--- config.mk ---
export PLATFORM = sky130hd
export DESIGN_NAME = i2c_master_arbiter
export DESIGN_NICKNAME = d
export VERILOG_FILES = /design/src/rtl/i2c_master_arbiter.sv
export SDC_FILE = /design/constraint.sdc
export NUM_CORES = 1
export LEC_CHECK = 0
export ABC_AREA = 0
export BUFFER_PORTS_ARGS = -buffer_cell sky130_fd_sc_hd__buf_4
export CAP_MARGIN = 25
export CORE_MARGIN = 5
export CORE_UTILIZATION = 43
export DETAILED_ROUTE_END_ITERATION = 6
export PLACE_DENSITY = 0.91
export REMOVE_ABC_BUFFERS = 1
export SLEW_MARGIN = 0
export SYNTH_ARGS = -nofsm -noshare
export SYNTH_HDL_FRONTEND = slang
export SYNTH_SLANG_ARGS = --single-unit
export TNS_END_PERCENT = 30
--- constraint.sdc ---
create_clock -name ifclk -period 2.03 [get_ports ifclk]
set_clock_uncertainty 0.1 [all_clocks]
set_input_delay 0.203 -clock ifclk [delete_from_list [all_inputs] [get_ports ifclk]]
set_output_delay 0.203 -clock ifclk [all_outputs]
set_load 0.02 [all_outputs]
--- src/rtl/i2c_master_arbiter.sv ---
// Round-robin arbiter that shares one i2c_master among NUM_REQ requesters, one register transaction per grant.
// Optional macro I2C_ARB_TIMEOUT_EN adds a watchdog that aborts a stuck transaction and drains the master.
module i2c_master_arbiter #(
    parameter int NUM_REQ        = 4,
    parameter int NUM_ADDR_BYTES = 2,
    parameter int NUM_DATA_BYTES = 1,
    parameter int STATUS_W       = NUM_ADDR_BYTES + NUM_DATA_BYTES + 1,
    parameter int TIMEOUT_CYCLES = 1000000,
    localparam int REG_ADDR_WIDTH = (NUM_ADDR_BYTES == 0) ? 1 : 8 * NUM_ADDR_BYTES,
    localparam int DW             = 8 * NUM_DATA_BYTES
) (
    input  logic                              ifclk,
    input  logic                              reset,
    input  logic [NUM_REQ-1:0]                req,
    input  logic [NUM_REQ-1:0]                req_write,
    input  logic [NUM_REQ*REG_ADDR_WIDTH-1:0] req_reg_addr,
    input  logic [NUM_REQ*DW-1:0]             req_datai,
    output logic [NUM_REQ-1:0]                ack,
    output logic [NUM_REQ-1:0]                grant,
    output logic [DW-1:0]                     rsp_datao,
    output logic [STATUS_W-1:0]               rsp_status,
    output logic                              m_we,
    output logic                              m_re,
    output logic                              m_write_mode,
    output logic [REG_ADDR_WIDTH-1:0]         m_reg_addr,
    output logic [DW-1:0]                     m_datai,
    input  logic                              m_busy,
    input  logic                              m_done,
    input  logic [DW-1:0]                     m_datao,
    input  logic [STATUS_W-1:0]               m_status
);

    localparam int IDXW = $clog2(NUM_REQ);

    typedef enum logic [2:0] {IDLE, ISSUE, WAIT_BUSY, WAIT_DONE, RESP, DRAIN} state_t;

    state_t                    state_q, state_d;
    logic [NUM_REQ-1:0]        grant_q, grant_d, ack_q, ack_d;
    logic [IDXW-1:0]           gidx_q, gidx_d, rr_q, rr_d, rr_next;
    logic                      m_we_q, m_we_d, m_re_q, m_re_d, wmode_q, wmode_d;
    logic [REG_ADDR_WIDTH-1:0] addr_q, addr_d;
    logic [DW-1:0]             wdata_q, wdata_d, rdata_q, rdata_d;
    logic [STATUS_W-1:0]       status_q, status_d;

    logic                      found, finish, timeout, win_write;
    logic [IDXW-1:0]           sel;
    logic [REG_ADDR_WIDTH-1:0] win_addr;
    logic [DW-1:0]             win_data;

`ifdef I2C_ARB_TIMEOUT_EN
    logic [31:0] wd_q, wd_d;
`else
    localparam int unused_timeout_cycles = TIMEOUT_CYCLES;
`endif

    function automatic logic [IDXW-1:0] wrap_idx(input logic [IDXW-1:0] base, input int off);
        int s;
        s = int'(base) + off;
        if (s >= NUM_REQ) s = s - NUM_REQ;
        return IDXW'(s);
    endfunction

    // Search starts at the round-robin pointer and wraps, so the last winner goes to the back.
    always_comb begin
        found     = 1'b0;
        sel       = '0;
        win_write = 1'b0;
        win_addr  = '0;
        win_data  = '0;
        for (int k = 0; k < NUM_REQ; k++) begin
            if (!found && req[wrap_idx(rr_q, k)]) begin
                found = 1'b1;
                sel   = wrap_idx(rr_q, k);
            end
        end
        for (int i = 0; i < NUM_REQ; i++) begin
            if (sel == IDXW'(i)) begin
                win_write = req_write[i];
                win_addr  = req_reg_addr[i*REG_ADDR_WIDTH +: REG_ADDR_WIDTH];
                win_data  = req_datai[i*DW +: DW];
            end
        end
    end

    assign rr_next = (gidx_q == IDXW'(NUM_REQ - 1)) ? '0 : gidx_q + IDXW'(1);

    always_comb begin
        state_d  = state_q;
        grant_d  = grant_q;
        gidx_d   = gidx_q;
        rr_d     = rr_q;
        ack_d    = '0;
        m_we_d   = 1'b0;
        m_re_d   = 1'b0;
        wmode_d  = wmode_q;
        addr_d   = addr_q;
        wdata_d  = wdata_q;
        rdata_d  = rdata_q;
        status_d = status_q;
        finish   = 1'b0;
        timeout  = 1'b0;
`ifdef I2C_ARB_TIMEOUT_EN
        wd_d = 32'd0;
        if (state_q == WAIT_BUSY || state_q == WAIT_DONE) begin
            wd_d    = wd_q + 32'd1;
            timeout = !m_done && (wd_q == 32'(TIMEOUT_CYCLES - 1));
        end
`endif
        case (state_q)
            IDLE: begin
                if (found) begin
                    grant_d      = '0;
                    grant_d[sel] = 1'b1;
                    gidx_d       = sel;
                    wmode_d      = win_write;
                    addr_d       = win_addr;
                    wdata_d      = win_data;
                    state_d      = ISSUE;
                end
            end
            ISSUE: begin
                m_we_d  = wmode_q;
                m_re_d  = !wmode_q;
                state_d = WAIT_BUSY;
            end
            WAIT_BUSY: begin
                if (m_done) finish = 1'b1;
                else if (m_busy) state_d = WAIT_DONE;
            end
            WAIT_DONE: begin
                if (m_done) finish = 1'b1;
            end
            RESP: begin
                grant_d = '0;
                wmode_d = 1'b0;
                rr_d    = rr_next;
                state_d = IDLE;
            end
            DRAIN: begin
                if (!m_busy) state_d = IDLE;
            end
            default: state_d = IDLE;
        endcase
        if (finish) begin
            ack_d[gidx_q] = 1'b1;
            rdata_d       = m_datao;
            status_d      = m_status;
            state_d       = RESP;
        end
        // Abort: report all-ones status now, but hold off new grants until the master goes idle.
        if (timeout) begin
            ack_d[gidx_q] = 1'b1;
            rdata_d       = '0;
            status_d      = '1;
            grant_d       = '0;
            wmode_d       = 1'b0;
            rr_d          = rr_next;
            state_d       = DRAIN;
        end
    end

    always_ff @(posedge ifclk) begin
        if (reset) begin
            state_q  <= IDLE;
            grant_q  <= '0;
            gidx_q   <= '0;
            rr_q     <= '0;
            ack_q    <= '0;
            m_we_q   <= 1'b0;
            m_re_q   <= 1'b0;
            wmode_q  <= 1'b0;
            addr_q   <= '0;
            wdata_q  <= '0;
            rdata_q  <= '0;
            status_q <= '0;
`ifdef I2C_ARB_TIMEOUT_EN
            wd_q     <= 32'd0;
`endif
        end else begin
            state_q  <= state_d;
            grant_q  <= grant_d;
            gidx_q   <= gidx_d;
            rr_q     <= rr_d;
            ack_q    <= ack_d;
            m_we_q   <= m_we_d;
            m_re_q   <= m_re_d;
            wmode_q  <= wmode_d;
            addr_q   <= addr_d;
            wdata_q  <= wdata_d;
            rdata_q  <= rdata_d;
            status_q <= status_d;
`ifdef I2C_ARB_TIMEOUT_EN
            wd_q     <= wd_d;
`endif
        end
    end

    assign ack          = ack_q;
    assign grant        = grant_q;
    assign rsp_datao    = rdata_q;
    assign rsp_status   = status_q;
    assign m_we         = m_we_q;
    assign m_re         = m_re_q;
    assign m_write_mode = wmode_q;
    assign m_reg_addr   = addr_q;
    assign m_datai      = wdata_q;

endmodule

* Word level (Yosys, flattened, before mapping)
Cells that the tools add are included.
** Cells by class
- Add/sub/neg operators :: 8
- Magnitude comparators :: 12
- Equality and inequality tests :: 18
- Mux-type cells :: 49
- Bitwise logic cells :: 3
- Reduce and logical (&&, ||, !) cells :: 20
** Operators by type and width (number)
- 16-bit two-way mux :: 4
- 8-bit two-way mux :: 4
- 2-bit by 3-bit less-than comparator with 1-bit output (second input constant) :: 6
- 2-bit two-way mux :: 9
- 1-bit two-way mux :: 17
- 3-bit two-way mux :: 5
- 3-bit one-hot mux with 5 select lines :: 1
- 3-bit inequality test (second input constant) :: 4
- 2-bit inequality test (second input constant) :: 5
- 5-bit AND reduction :: 2
- 3-bit >= comparator (second input constant) :: 3
- 1-bit binary-select mux with 2-bit select :: 4
- 4-bit one-hot mux with 2 select lines :: 1
- 2-bit OR reduction :: 4
- 2-bit by 1-bit subtractor with 2-bit output (second input constant) :: 4
- 2-bit by 2-bit adder with 3-bit output (second input constant) :: 2
- 2-bit equality test (second input constant) :: 3
- 3-bit by 2-bit equality test with 1-bit output (second input constant) :: 2
- 3-bit equality test (second input constant) :: 2
- 1-bit logical AND :: 5
- 1-bit demux with 2-bit select :: 2
- 2-bit by 1-bit >= comparator with 1-bit output (second input constant) :: 2
- 1-bit zero test :: 4
- 4-bit two-way mux :: 1
- 11 further kinds :: 14
** Storage, ports and cells
- Register bits :: 54
- Logic and storage cells :: 123

* Depth between registers and ports, before layout
- Depth after elaboration :: 21
- Depth in mapped cells :: 8

* Least setup slack after synthesis
OpenSTA, ideal clock, no wires.
- Path kind :: register to register
- Start point :: register rr_q[1]
- End point :: register wmode_q (netlist: m_write_mode)
- Library setup time :: 0.092 ns
- Arrival time :: 1.535 ns
- Data required time :: 1.838 ns
- Slack :: 0.302 ns
- Cell stages (with the launch flop) :: 8
- Period minus slack after synthesis :: 1.728 ns
- Cells stage by stage :: dfxtp_1 > buf_2 > mux2i_1 > nor2_1 > a211oi_2 > buf_2 > a211oi_1 > o32ai_1
** On the way
- Cells in the longest elaborated chain, start to end :: 21
** Ends and longest elaborated chain
- start, declared :: RTL line 39 : logic [IDXW-1:0] gidx_q, gidx_d, rr_q, rr_d, rr_next;
- start signal, assigned :: RTL line 183 : rr_q <= rr_d;
- parallel branches: the longest is 21 deep, another holds 2-bit by 1-bit adder with 3-bit output
- end signal, assigned :: RTL line 187 : wmode_q <= wmode_d;
- end, declared :: RTL line 40 : logic m_we_q, m_we_d, m_re_q, m_re_d, wmode_q, wmode_d;
Parallel ways; which one is timed is not known. The select of a mux whose other input is x is not followed.
A chain may end at the register's enable or synchronous reset.

* Worst setup path in the final report
- Start point :: register rr_q[0]
- End point :: register addr_q[12] (netlist: m_reg_addr[12])
** On the way
- Cells in the longest elaborated chain, start to end :: 19
** Ends and longest elaborated chain
- parallel branches: the longest is 19 deep, another holds 2-bit by 1-bit adder with 3-bit output
- end signal, assigned :: RTL line 188 : addr_q <= addr_d;
- end, declared :: RTL line 41 : logic [REG_ADDR_WIDTH-1:0] addr_q, addr_d;
Parallel ways; which one is timed is not known. The select of a mux whose other input is x is not followed.

==> results.py <==
metrics = {
    "critical_path": {
        "reg2reg_setup_slack_ps": 120,
        "cp-end-kind": "flip-flop",
        "worstReg2RegEnd": "m_reg_addr[12]",
        "cp.arrival_ps": 2030,
        "path_cells": "inv_1, a221oi_4, buf_6, o21a_1, a2111oi_2, a2111oi_2",
        "cp_data_required_time_ps": 2150,
        "cp_max_fo": 16,
        "cpMostUsedCell": "a2111oi_2",
        "critPathSlowestCell": "dfxtp_1",
        "r2r_cells": 6,
        "startpoint_type": "flip-flop",
        "critPathMaxStageDelay_ps": 430,
        "crit_type": "flip-flop to flip-flop",
        "reg2reg_from": "rr_q[0]",
    },
    "yosys": {
        "synth_edf_count": 0,
        "ys_ff_latch": 54,
        "synth_area_sq_mm": 0.002768,
        "seq_area_frac_synth_pct": 39.06,
        "ys.flop_type": "dfxtp_1",
        "synth_cell_type_count": 49,
        "async_flop_share_pct": 0,
        "synth.avg_cell_area_sq_um": 8.703,
        "ys_warn_count": 0,
        "syn_inst": 318,
    },
    "status": {
        "status": "completed",
    },
    "global_routing": {
        "grt_pass1_wl_microns": 15730,
        "grt_pass1_vias": 3230,
        "grt_start_max_net_pins": 25,
        "grt_usage_pct": 22.69,
        "antenna_found_initial": 0,
        "grt_overflow": 0,
    },
    "cells_and_area": {
        "layout-drive-gt1-share_pct": 42.60,
        "fin_nets": 617,
        "diodes": 0,
        "final_cell_mix": "buf_4 (186), dfxtp_1 (53), nand2_1 (41)",
        "syn2layout_area_growth_pct": 55.65,
        "fill_cells": 493,
        "fin_util_pct": 68.23,
        "layout.cells.most_common": "buf_4",
    },
    "die": {
        "initial_utilization_pct": 43.84,
        "ios": 167,
        "die_area_sq_mm": 0.008141,
        "fp.dieW_microns": 90.23,
        "die_y_microns": 90.23,
        "row_count": 29,
        "core_sq_mm": 0.006314,
    },
    "min_path": {
        "holdCritStartpoint": "m_status[3]",
        "hp-class": "input port to flip-flop",
        "whs_path_depth": 2,
        "whs_endpoint": "rsp_status[3]",
    },
    "placement": {
        "dp_slack_ps": -49.90,
        "dp_hpwl_microns": 7473,
        "port_buffers": 166,
        "routabilityCongestion": 0.9275,
    },
    "clocking": {
        "cts-buffers-inserted": 5,
        "cts_setup_buffers": 0,
        "worstSkewPairLatency_ps": 310,
        "root_buffer": "clkbuf_8",
        "clkTransAtPathRegs_ps": 100,
        "clockBufferDepth": 2,
        "cts_tree": "done",
        "htreeDepth": 2,
        "cts.sinks": 54,
    },
    "timing": {
        "grt_setup_unrepaired": "true",
        "max-slew-margin-rel_pct": 47.71,
        "slew_violations": 0,
        "tightest_slew_ps": 781.4,
        "whs_ps": 7.993,
        "fin_crit_sh_pct": 94.13,
        "fmax_ghz": 0.5233,
        "setup_viol": 0,
        "finalHoldViolations": 0,
        "finalSetupTns_ps": 0,
        "setup_ws_ps": 119.2,
        "final_period_minus_worst_setup_slack_ps": 1911,
    },
    "power_and_ir_drop": {
        "p_int_mw": 2.075,
        "clkPwrFrac_pct": 18.3,
        "sequentialPowerShare_pct": 40.6,
        "p_per_area_mw_per_mm2": 746.2,
        "p_leak_nw": 1.901,
        "irDropWorstVdd_uv": 493.4,
        "combPwrFrac_pct": 41.1,
        "p_total_mw": 3.215,
        "switching_share_pct": 35.44,
        "p_sw_mw": 1.139,
    },
    "route": {
        "ant_nets": 0,
        "wl_microns": 9589,
        "wire_per_inst_microns": 16.82,
        "drt_iter0_markers": 202,
        "route.vias.total": 3224,
        "viasPerCell": 5.656,
        "remaining_drc_errors": 0,
        "first_pass_iters": 5,
    },
    "job": {
        "cap_violations": 0,
    },
}
==> synth_stat cells, drive strengths merged (6+ instances only) <==
cell	instances	area share, %
a211oi	14	4.0
a21oi	19	3.6
a22o	12	3.8
buf	15	4.0
clkbuf	10	1.4
dfxtp	54	39
nand2	41	5.6
nand3	6	1.1
nor2	17	2.5
o21a	15	4.1
o21ai	27	4.9
o221ai	22	7.2
o2bb2ai	9	2.8
==> worst max-delay path, delay by kind of cell (launching register included) <==
kind / cells / cell delay, ps
compound gates: 4 / 930
buf+inv: 2 / 360
flops: 1 / 430
==> sequential cells by signal, indices dropped and copies added, names as in the netlist <==
| register | count |
|---|---|
| m_reg_addr | 16 |
| m_datai | 8 |
| rsp_datao | 8 |
| ack | 4 |
| grant | 4 |
| rsp_status | 4 |
| state_q | 3 |
| gidx_q | 2 |
| rr_q | 2 |
| m_re | 1 |
| m_we | 1 |
| m_write_mode | 1 |
==> worst max-delay path by stage <==
stage | from | to | slack, ps | depth (start not counted)
after floorplan | rr_q[1] | m_reg_addr[12] | -100 | 5
after global placement | req[0] | m_datai[7] | 100 | 7
after detailed placement | req[0] | m_datai[7] | -50 | 7
after CTS | state_q[1] | m_datai[1] | 10 | 6
after global routing | rr_q[0] | m_reg_addr[12] | -30 | 6
final | rr_q[0] | m_reg_addr[12] | 120 | 6
==> per-layer routing <==
| layer | vias up | GRT usage (%) | routed length (microns) |
|---|---|---|---|
| met5 | - | 0 | 0 |
| li1 | 1552 | - | - |
| met3 | 19 | 5.927 | 695 |
| met1 | 1488 | 28.37 | 3909 |
| met2 | 165 | 39.51 | 4804 |
| met4 | 0 | 4.094 | 180 |
==> cell type report <==
| class | instances | area (sq um) | share of cell area, % |
|---|---|---|---|
| Clock buffer | 5 | 68.82 | 1.597 |
| Clock inverter | 2 | 13.76 | 0.3195 |
| Inverter | 6 | 22.52 | 0.5228 |
| Multi-Input combinational cell | 233 | 1526 | 35.43 |
| Sequential cell | 54 | 1082 | 25.12 |
| Tap cell | 77 | 96.34 | 2.236 |
| Timing Repair Buffer | 193 | 1498 | 34.77 |
==> what timing repair did <==
item                                    4_1_cts  5_1_grt
endpoints found under the hold margin         3        0
hold buffers                                  3        0
cloned                                        0        0
endpoints found under the setup margin        4       15
resized for setup                             1        3
==> power by group through the flow <==
stage / clock network [mW] / logic [mW] / registers, mW
2_1_floorplan: 0 / 0.459 / 1.48
3_3_place_gp: 0 / 1.28 / 1.32
3_5_place_dp: 0 / 1.31 / 1.33
4_1_cts: 0.605 / 1.32 / 1.30
5_1_grt: 0.646 / 1.43 / 1.32
6_report: 0.589 / 1.32 / 1.31
==> logic make-up (layout without fill, tap and decap cells) <==
kind of cell | after synthesis | count (layout) | share of synthesized area, %
AO/OA/AOI/OAI | 137 | 137 | 37.03
flip-flops | 54 | 54 | 39.06
AND/OR/NAND/NOR | 91 | 91 | 15.55
adder cells (fa/ha/maj) | 4 | 4 | 1.808
multiplexers | 1 | 1 | 0.3617
buffers and inverters | 31 | 206 | 6.193
==> through the flow <==
| step | instances | instance area, sq um |
|---|---|---|
| after global placement | 560 | 4179 |
| after CTS | 570 | 4298 |
| after detailed placement | 560 | 4179 |
| after floorplan | 293 | 2619 |
| final | 570 | 4308 |
| after global routing | 570 | 4308 |
Note: power is estimated with default switching activity, not from simulation.
